`src/rtl/clkdiv_pkg.sv`:
```
// rtl/clkdiv_pkg.sv - shared types and defaults for the gated clock divider
package clkdiv_pkg;

  localparam int CD_DIV_W = 4;

  typedef enum logic {
    CD_IDLE = 1'b0,
    CD_RUN  = 1'b1
  } cd_state_e;

endpackage

```
`src/rtl/clkdiv_half_cnt.sv`:
```
// rtl/clkdiv_half_cnt.sv - half-period counter with terminal flag against the latched ratio
module clkdiv_half_cnt
  import clkdiv_pkg::*;
#(
  parameter int DIV_W = CD_DIV_W
) (
  input  logic             clk,
  input  logic             rst_n,
  input  logic             clr,
  input  logic [DIV_W-1:0] limit,
  output logic             term
);

  logic [DIV_W-1:0] cnt;

  // Terminal is compared before incrementing, so an all-ones limit never wraps the count.
  always_ff @(posedge clk or negedge rst_n) begin
    if (!rst_n) begin
      cnt <= '0;
    end else if (clr) begin
      cnt <= '0;
    end else begin
      cnt <= cnt + 1'b1;
    end
  end

  assign term = (cnt == limit);

endmodule

```
`src/rtl/clkdiv_gated_buf.sv`:
```
// rtl/clkdiv_gated_buf.sv - registered even-ratio clock divider with glitch-free start/stop
module clkdiv_gated_buf
  import clkdiv_pkg::*;
#(
  parameter int DIV_W = CD_DIV_W
) (
  input  logic             CLK,
  input  logic             RN,
  input  logic             EN,
  input  logic [DIV_W-1:0] DIV,
  output logic             Z,
  output logic             TICK,
  output logic             RUN
);

  cd_state_e        state_q, state_nxt;
  logic [DIV_W-1:0] div_q, div_nxt;
  logic             z_nxt, tick_nxt;
  logic             term;
  logic             cnt_clr;

  // Count restarts at every phase end and is held at zero while idle.
  assign cnt_clr = (state_q == CD_IDLE) || term;

  clkdiv_half_cnt #(.DIV_W(DIV_W)) u_half_cnt (
    .clk   (CLK),
    .rst_n (RN),
    .clr   (cnt_clr),
    .limit (div_q),
    .term  (term)
  );

  always_comb begin
    state_nxt = state_q;
    div_nxt   = div_q;
    z_nxt     = Z;
    tick_nxt  = 1'b0;
    case (state_q)
      CD_IDLE: begin
        z_nxt = 1'b0;
        if (EN) begin
          state_nxt = CD_RUN;
          z_nxt     = 1'b1;
          tick_nxt  = 1'b1;
          div_nxt   = DIV;
        end
      end
      CD_RUN: begin
        if (term) begin
          if (Z) begin
            z_nxt = 1'b0;
          end else if (EN) begin
            // Period boundary: the only point where EN and DIV are honoured.
            z_nxt    = 1'b1;
            tick_nxt = 1'b1;
            div_nxt  = DIV;
          end else begin
            state_nxt = CD_IDLE;
            z_nxt     = 1'b0;
          end
        end
      end
      default: begin
        state_nxt = CD_IDLE;
        z_nxt     = 1'b0;
      end
    endcase
  end

  always_ff @(posedge CLK or negedge RN) begin
    if (!RN) begin
      state_q <= CD_IDLE;
      div_q   <= '0;
      Z       <= 1'b0;
      TICK    <= 1'b0;
      RUN     <= 1'b0;
    end else begin
      state_q <= state_nxt;
      div_q   <= div_nxt;
      Z       <= z_nxt;
      TICK    <= tick_nxt;
      RUN     <= (state_nxt == CD_RUN);
    end
  end

endmodule
```
`config.mk`:
```
export PLATFORM = sky130hd
export DESIGN_NAME = clkdiv_gated_buf
export DESIGN_NICKNAME = d
export VERILOG_FILES = /design/src/rtl/clkdiv_pkg.sv /design/src/rtl/clkdiv_half_cnt.sv /design/src/rtl/clkdiv_gated_buf.sv
export SDC_FILE = /design/constraint.sdc
export NUM_CORES = 1
export LEC_CHECK = 0
export CAP_MARGIN = 20
export CORE_AREA = 2 2 39 41
export CTS_CLUSTER_SIZE = 16
export DETAILED_ROUTE_END_ITERATION = 16
export DIE_AREA = 0 0 41 43
export GPL_TIMING_DRIVEN = 1
export PLACE_DENSITY = 0.64
export SYNTH_ARGS = -nofsm -noshare
export SYNTH_HDL_FRONTEND = slang
export SYNTH_SLANG_ARGS = --single-unit
```
`constraint.sdc`:
```
create_clock -name CLK -period 1.9 [get_ports CLK]
set_input_delay 0.285 -clock CLK [delete_from_list [all_inputs] [get_ports CLK]]
set_output_delay 0.285 -clock CLK [all_outputs]
set_load 0.02 [all_outputs]
```
# ---- Word-level counts from Yosys, hierarchy flattened
# Cells that the tools add are included.
dict set report op_classes {
  multipliers 0
  order_cmp 0
  add_sub_neg 1
  n_shift 0
  n_reduce_logical 2
  div_mod_pow 0
  n_eq_ne 3
  muxes 14
  bitwise_logic 1
}
# cell count
set op_table {}
lappend op_table {{$mux 4} 4}
lappend op_table {{$pmux 4 s2} 1}
lappend op_table {{$mux 1} 6}
lappend op_table {{$pmux 1 s2} 3}
lappend op_table {{$add 4x1->4 const B} 1}
lappend op_table {{$eq 4x4->1} 1}
lappend op_table {{$ne 2x1->1 const B} 1}
lappend op_table {{$ne 2x2->1 const B} 1}
lappend op_table {{$reduce_and 2->1} 1}
lappend op_table {{$logic_or 1x1->1} 1}
lappend op_table {{$not 1->1} 1}
dict set report word_totals {
  mem_bits_ro 0
  inputBits 7
  ram_bits 0
  latch_bits 0
  output_inout_bits 3
  mem_count 0
  elab_cells 26
  reg_bits 11
}

# ---- Logic depth before layout (Yosys ltp)
# Gate-level depths: netlist of run 1.
dict set report logic_depth {
  word_depth 4
  depth_mapped 5
  ltp_nobuf 4
}

# ---- Modules after synthesis
# Synthesis of run 1 repeated with hierarchy kept, for this count alone.
dict set report unflattened {
  hier_cells 35
  hier_area_um2 495.5
}
# module cells_each area_per_inst_um2 n_inst seq_area_each_um2
set modules_own_cells {}
lappend modules_own_cells {clkdiv_gated_buf 17 277.8 1 175.2}
lappend modules_own_cells {clkdiv_half_cnt 18 217.7 1 100.1}

# ---- Worst setup path before layout of run 1
# OpenSTA, ideal clock, no wires.
dict set report synth_path {
  kind {reg2reg}
  from {reg u_half_cnt.cnt[2]}
  to {reg u_half_cnt.cnt[1]}
  path_slack_ns 0.754
  t_arrival_ns 1.026
  required_ns 1.780
  setup_ns 0.120
  period_less_slack_ns 1.146
  n_path_buf 1
  path_stages_with_launch 5
  cell_sequence {dfrtp_1 > xnor2_1 > nand4_2 > buf_6 > and3_1}
}
dict set report synth_between {
  elab_chain_cells 3
}
# item line
set synth_rtl {}
lappend synth_rtl {{start: declaration} clkdiv_half_cnt.sv:14} ;# logic [DIV_W-1:0] cnt;
lappend synth_rtl {{start signal: assignment} clkdiv_half_cnt.sv:23} ;# cnt <= cnt + 1'b1;
lappend synth_rtl {{$eq 4x4->1} clkdiv_half_cnt.sv:27} ;# assign term = (cnt == limit);
lappend synth_rtl {{$logic_or 1x1->1} clkdiv_gated_buf.sv:23} ;# assign cnt_clr = (state_q == CD_IDLE) || term;
lappend synth_rtl {{$mux 4} clkdiv_half_cnt.sv:20} ;# end else if (clr) begin
# No other way between the ends.
# A chain may end at the register's enable or synchronous reset.

==> impl_metrics.tcl, run 1 <==
set metrics [dict create \
    outcome "complete, no violations" \
    grt_start_max_net_pins 12 \
    power.share.sequential_pct 41.8 \
    crit_buf_inv 1 \
    place_ws_ns 0.391 \
    stdcell_area_um2 678 \
    synth_fa_ha_area_share_pct 2.23 \
    synth_compound_area_share_pct 15.0 \
    cts_buffer_depth 2 \
    die-height_um 43 \
    p_leak_nw 0.297 \
    synth_seq_cells 11 \
    worst_skew_pair.late_latency_ns 0.26 \
    worst_slack_ns 0.0938 \
    cp-start-kind "register" \
    p_int_mw 0.626 \
    start_util_pct 40.5 \
    grt_util_all_layers_pct 15.5 \
    final_antenna_net_count 0 \
    post_cts_buffers 0 \
    vias_per_cell 5.33 \
    tightest_slew_ns 0.496 \
    drtIter0Drc 3 \
    dp_hpwl_um 798 \
    cp.required_ns 1.62 \
    grt_setup_unrepaired "false" \
    slowest_stage "clkdlybuf4s50_1" \
    num-nets-final 72 \
    setup_violations 0 \
    first_global_vias 394 \
    yosys_warnings 0 \
    coreArea_mm2 0.00138 \
    ctsHoldBuffers 0 \
    path_class "register to primary output" \
    synth.top_cell.area_share_pct 49.1 \
    cts_root_buffer "clkbuf_4" \
    critPathMaxFanout 10 \
    cpLargestDelayFamily "buffers and inverters" \
    clock_sinks 11 \
    place_area_um2 652 \
    cts_max_level 1 \
    wl_mm 1.08 \
    met1_usage_pct 22.0 \
    hold_violations 0 \
    finalCriticalPeriod_ns 1.81 \
    fmax_mhz 554 \
    die_x_um 41 \
    switchingPower_mw 0.397 \
    path_clk_slew_ns 0.07 \
    fillers 132 \
    syn_area_um2 561 \
    synthMuxAreaShare_pct 0 \
    synth_top_area_cell "dfrtp_1" \
    die-area_mm2 0.00176 \
    drv_cap 0 \
    skew_ns 0.000530 \
    gp_congestion 0.769 \
    grt-ovfl-total 0 \
    ys_seq_area_share_pct 49.1 \
    grtUsageMet2_pct 19.7 \
    ir_drop_mv 0.611 \
    syn_inst 52 \
    use_met3_pct 3.14 \
    maxSlewHeadroom_pct 66.8 \
    synthTopCellsByArea "dfrtp_1 (49%), xnor2_1 (7.8%), a22oi_1 (5.4%)" \
    io_pins 10 \
    fin_util_pct 49.0 \
    final_cells 79 \
    vias 421 \
    period_share_pct 95.1 \
    dpl.cell_count 75 \
    clock_power_share_pct 15.7 \
    syn_avg_cell_area_um2 10.8 \
    crit_arrival_ns 1.52 \
    dr.pass1.iters 2 \
    power_density_mw_per_mm2 1510 \
    synth_cell_types 20 \
    num_rows 14 \
    cts-buffers-inserted 3 \
    swShare_pct 38.8 \
    syn_to_final_growth_pct 21.0 \
    endpoint_kind "primary output" \
    slew_violations 0 \
    synth_nets 60 \
    top_usage_layer "met1" \
    ctsResizeCount 0 \
    pwr-share-comb_pct 42.5 \
    antenna_found_initial 0 \
    synthSimpleGateAreaFrac_pct 20.3 \
    hp-class "input port to asynchronous set/reset pin" \
    grt_pass1_wl_mm 1.77 \
    remaining_drc_errors 0 \
    layout-drive-gt1-share_pct 11.1 \
    io_buffer_count 9 \
    cts_tree "done" \
    path_cells "clkdlybuf4s50_1" \
    synth_xor_area_share_pct 9.38 \
    wire_per_inst_um 13.7 \
    critPathMaxStageDelay_ns 0.68 \
    tns_ns 0 \
    diodes 0 \
    synth_top_family_by_area "simple AND/OR/NAND/NOR gates" \
]
==> final cells by class <==
class	count	area (um^2)	area share, %
clock buffer	4	26.3	3.87
inverter	1	3.75	0.554
multi-input combinational	38	263	38.7
sequential	11	275	40.6
tap	16	20.0	2.95
timing repair buffer	9	90.1	13.3
==> cells in the final DEF (no fill, tap or decap) <==
master / synthesis / final
o21ai_2: 1 / 1
xor2_1: 1 / 1
and3_1: 1 / 1
xnor2_1: 5 / 5
nand2_4: 1 / 1
nor2_1: 3 / 3
nand3_1: 5 / 5
dfrtp_1: 11 / 11
nand4_2: 1 / 1
nor2b_1: 2 / 2
nand2_1: 6 / 6
ha_1: 1 / 1
a22oi_1: 4 / 4
inv_1: 1 / 1
and2_1: 1 / 1
o211ai_1: 4 / 4
clkbuf_4: 0 / 3
clkdlybuf4s50_1: 0 / 9
clkbuf_1: 0 / 1
o2bb2ai_2: 1 / 1
nand2b_1: 1 / 1
==> flip-flops by register name, indices dropped and copies added (netlist names) <==
signal / cells
div_q: 4
u_half_cnt.cnt: 4
TICK: 1
Z: 1
state_q: 1
==> through the flow <==
stage,power [mW],hold slack (ns)
floorplan,0.764,-0.0106
global placement,0.858,0.503
detailed placement,0.871,0.501
CTS,1.04,0.359
global route,1.10,0.382
finish,1.02,0.349
==> synth_stat cells <==
| cell | number |
|---|---|
| nand4_2 | 1 |
| xnor2_1 | 5 |
| dfrtp_1 | 11 |
| o2bb2ai_2 | 1 |
| buf_4 | 1 |
| nand3_1 | 5 |
| nor2_1 | 3 |
| o211ai_1 | 4 |
| buf_6 | 1 |
| nand2b_1 | 1 |
| o21ai_2 | 1 |
| nand2_4 | 1 |
| inv_1 | 1 |
| nand2_1 | 6 |
| and3_1 | 1 |
| a22oi_1 | 4 |
| nor2b_1 | 2 |
| ha_1 | 1 |
| and2_1 | 1 |
| xor2_1 | 1 |
==> cell families (layout without fill, tap and decap cells) <==
family / Yosys count / in the layout
and+or+nand+nor: 21 / 21
DFF: 11 / 11
AOI/OAI and AO/OA: 10 / 10
xor gates and xnor gates: 6 / 6
buffers and inverters: 3 / 14
adders and majority gates: 1 / 1
==> worst reg2reg max path: stages, from the launching register on <==
cell and delay [ns]:
dfrtp_1 0.42, xnor2_1 0.21, nand4_2 0.32, o21ai_2 0.27, and2_1 0.15
==> power groups by stage <==
| stage | Sequential, mW | Combinational, mW | Clock [mW] |
|---|---|---|---|
| 5_1_grt | 0.439 | 0.482 | 0.178 |
| 6_report | 0.427 | 0.435 | 0.160 |
| 3_3_place_gp | 0.433 | 0.425 | 0 |
| 3_5_place_dp | 0.432 | 0.439 | 0 |
| 2_1_floorplan | 0.423 | 0.341 | 0 |
| 4_1_cts | 0.427 | 0.442 | 0.167 |
==> metal layers <==
layer	up-vias	wire length, um
li1	204	-
met1	211	476
met2	4	558
met3	2	30
met4	0	17
met5	-	0
==> worst paths after layout <==
path / startpoint / to / slack (ns) / depth (start not counted)
max: state_q / RUN / 0.09 / 1
max in group asynchronous: RN / div_q[3] / 1.22 / 1
max reg2reg: u_half_cnt.cnt[2] / TICK / 0.47 / 4
min: RN / u_half_cnt.cnt[3] / 0.35 / 1
min in group CLK: u_half_cnt.cnt[0] / u_half_cnt.cnt[0] / 0.51 / 1
min reg2reg: u_half_cnt.cnt[0] / u_half_cnt.cnt[0] / 0.51 / 1
Power figures use the tool's default switching activity.
==> run 2: changes to the inputs <==
- clock period: 1.9 -> 2 ns (I/O delays scaled with it)
==> results of run 2 <==
Same layout as run 1 (identical final DEF). Status: complete, no violations.
Among the figures that moved: setup slack after placement 0.391 ns -> 0.476 ns; setup slack after layout 0.0938 ns -> 0.179 ns; hold slack 0.349 ns -> 0.364 ns; register-to-register setup slack 0.47 ns -> 0.57 ns; total power 1.02 mW -> 0.972 mW; worst IR drop on VDD 0.611 mV -> 0.581 mV
==> run 3: changes to the inputs <==
- CORE_AREA: 2 2 39 41 -> unset
- CORE_MARGIN: unset -> 1.5
- CORE_UTILIZATION: unset -> 28
- DIE_AREA: 0 0 41 43 -> unset
- PLACE_DENSITY: 0.64 -> 0.46
==> run 3 against run 2 <==
Net effect: final cell count grew 14%; maximum frequency fell by 1.6%; register-to-register slack worse by 0.02 ns; core utilization down 13 points; sequential cell count unchanged; die area grew 29%; largest power group unchanged; sequential power barely moved; clock power hardly changed; non-clock buffer count did not move; global-route usage down 4.1 points; critical path depth unchanged; design area increased by 2.2%.
==> impl_metrics.tcl, run 3 (synthesized netlist as in run 1, its figures left out) <==
set metrics [dict create \
    cts_root_buffer "clkbuf_4" \
    ctsHoldBuffers 0 \
    rr_worst_depth 4 \
    endpoint_kind "primary output" \
    dr.pass1.iters 4 \
    finalCriticalPeriod_ns 1.85 \
    io_pins 10 \
    slew_violations 0 \
    layout-drive-gt1-share_pct 12.7 \
    drv_cap 0 \
    grt_start_max_net_pins 12 \
    period_share_pct 92.5 \
    wl_met3_um 58 \
    fmax_mhz 540 \
    drtIter0Drc 12 \
    ctsResizeCount 0 \
    wl_met2_um 498 \
    critPathMaxFanout 10 \
    power_density_mw_per_mm2 1400 \
    clock_sinks 11 \
    final_antenna_net_count 0 \
    startpoint "state_q" \
    clock_power_share_pct 15.9 \
    grt_util_all_layers_pct 11.4 \
    fillers 209 \
    ff2ff_setup_slack_ns 0.55 \
    r2r_end "TICK" \
    reg2reg_from "div_q[3]" \
    hold-worst-slack_ns 0.368 \
    final_cell_mix "dfrtp_1 (11), clkdlybuf4s50_1 (9), nand2_1 (6)" \
    maxSlewHeadroom_pct 64.7 \
    cp.required_ns 1.70 \
    final_common_cell "dfrtp_1" \
    top_regs "div_q x4, u_half_cnt.cnt x4" \
    top_layer_used "met4" \
    cpLargestDelayFamily "buffers and inverters" \
    cp-start-kind "register" \
    p_int_mw 0.592 \
    cts_tree "done" \
    vias 414 \
    met1Wirelength_um 543 \
    grt_pass1_wl_mm 1.73 \
    cts_max_level 1 \
    wl_mm 1.11 \
    path_clk_slew_ns 0.08 \
    num_rows 16 \
    wire_per_inst_um 12.3 \
    pwr-share-comb_pct 42.4 \
    path_class "register to primary output" \
    coreArea_mm2 0.00192 \
    antenna_found_initial 0 \
    remaining_drc_errors 0 \
    switchingPower_mw 0.378 \
    die-area_mm2 0.00228 \
    setup_violations 0 \
    cts-buffers-inserted 3 \
    crit_buf_inv 1 \
    critPathMaxStageDelay_ns 0.69 \
    die-height_um 47.7 \
    skew_ns 0.00664 \
    syn_to_final_growth_pct 23.7 \
    power.share.sequential_pct 41.7 \
    diodes 0 \
    cts_buffer_depth 2 \
    hp-class "input port to asynchronous set/reset pin" \
    swShare_pct 39.0 \
    tns_ns 0 \
    dp_hpwl_um 824 \
    tightest_slew_ns 0.528 \
    crit_arrival_ns 1.55 \
    place_ws_ns 0.461 \
    dpl.cell_count 86 \
    io_buffer_count 9 \
    grt_setup_unrepaired "false" \
    grt-ovfl-total 0 \
    p_leak_nw 0.300 \
    num-nets-final 72 \
    hold_violations 0 \
    worst_skew_pair.late_latency_ns 0.27 \
    die_x_um 47.7 \
    outcome "complete, no violations" \
    slowest_stage "clkdlybuf4s50_1" \
    worst_slack_ns 0.149 \
    final_cells 90 \
    first_global_vias 384 \
    post_cts_buffers 0 \
    vias_per_cell 4.60 \
    gp_congestion 0.723 \
    start_util_pct 29.2 \
    ir_drop_mv 0.650 \
    path_cells "clkdlybuf4s50_1" \
]
-- run 3: power by group through the flow --
| stage | Combinational (mW) | Clock (mW) | Sequential [mW] |
|---|---|---|---|
| 6_report | 0.412 | 0.154 | 0.405 |
| 2_1_floorplan | 0.324 | 0 | 0.402 |
| 3_3_place_gp | 0.412 | 0 | 0.412 |
| 3_5_place_dp | 0.420 | 0 | 0.410 |
| 5_1_grt | 0.466 | 0.171 | 0.419 |
| 4_1_cts | 0.423 | 0.161 | 0.406 |
-- run 3: worst max path at each step --
stage	to	slack, ns	depth (start not counted)
2_1_floorplan	u_half_cnt.cnt[1]	0.85	4
3_3_place_gp	RUN	0.45	1
3_5_place_dp	RUN	0.46	1
4_1_cts	RUN	0.14	1
5_1_grt	RUN	0.1	1
6_report	RUN	0.15	1
-- run 3: stage by stage --
stage | instance area (um^2) | utilization, % | power [mW]
6_report | 693 | 36.1 | 0.971
5_1_grt | 693 | 36.1 | 1.06
4_1_cts | 693 | 36.1 | 0.989
3_5_place_dp | 666 | 34.6 | 0.830
3_3_place_gp | 666 | 34.6 | 0.824
2_1_floorplan | 561 | - | 0.726
-- run 3: cell type report --
cell class	count	area (um^2)	share of cell area (%)
Multi-Input combinational cell	38	263	37.9
Tap cell	27	33.8	4.87
Clock inverter	1	5.00	0.722
Clock buffer	3	22.5	3.25
Timing Repair Buffer	9	90.1	13.0
Sequential cell	11	275	39.7
Inverter	1	3.75	0.542
-- run 3: layer usage --
metal,track usage [%],vias to the layer above
met1,15.2,199
met4,3.24,0
met5,0,-
met3,5.66,2
met2,16.3,10
li1,-,203
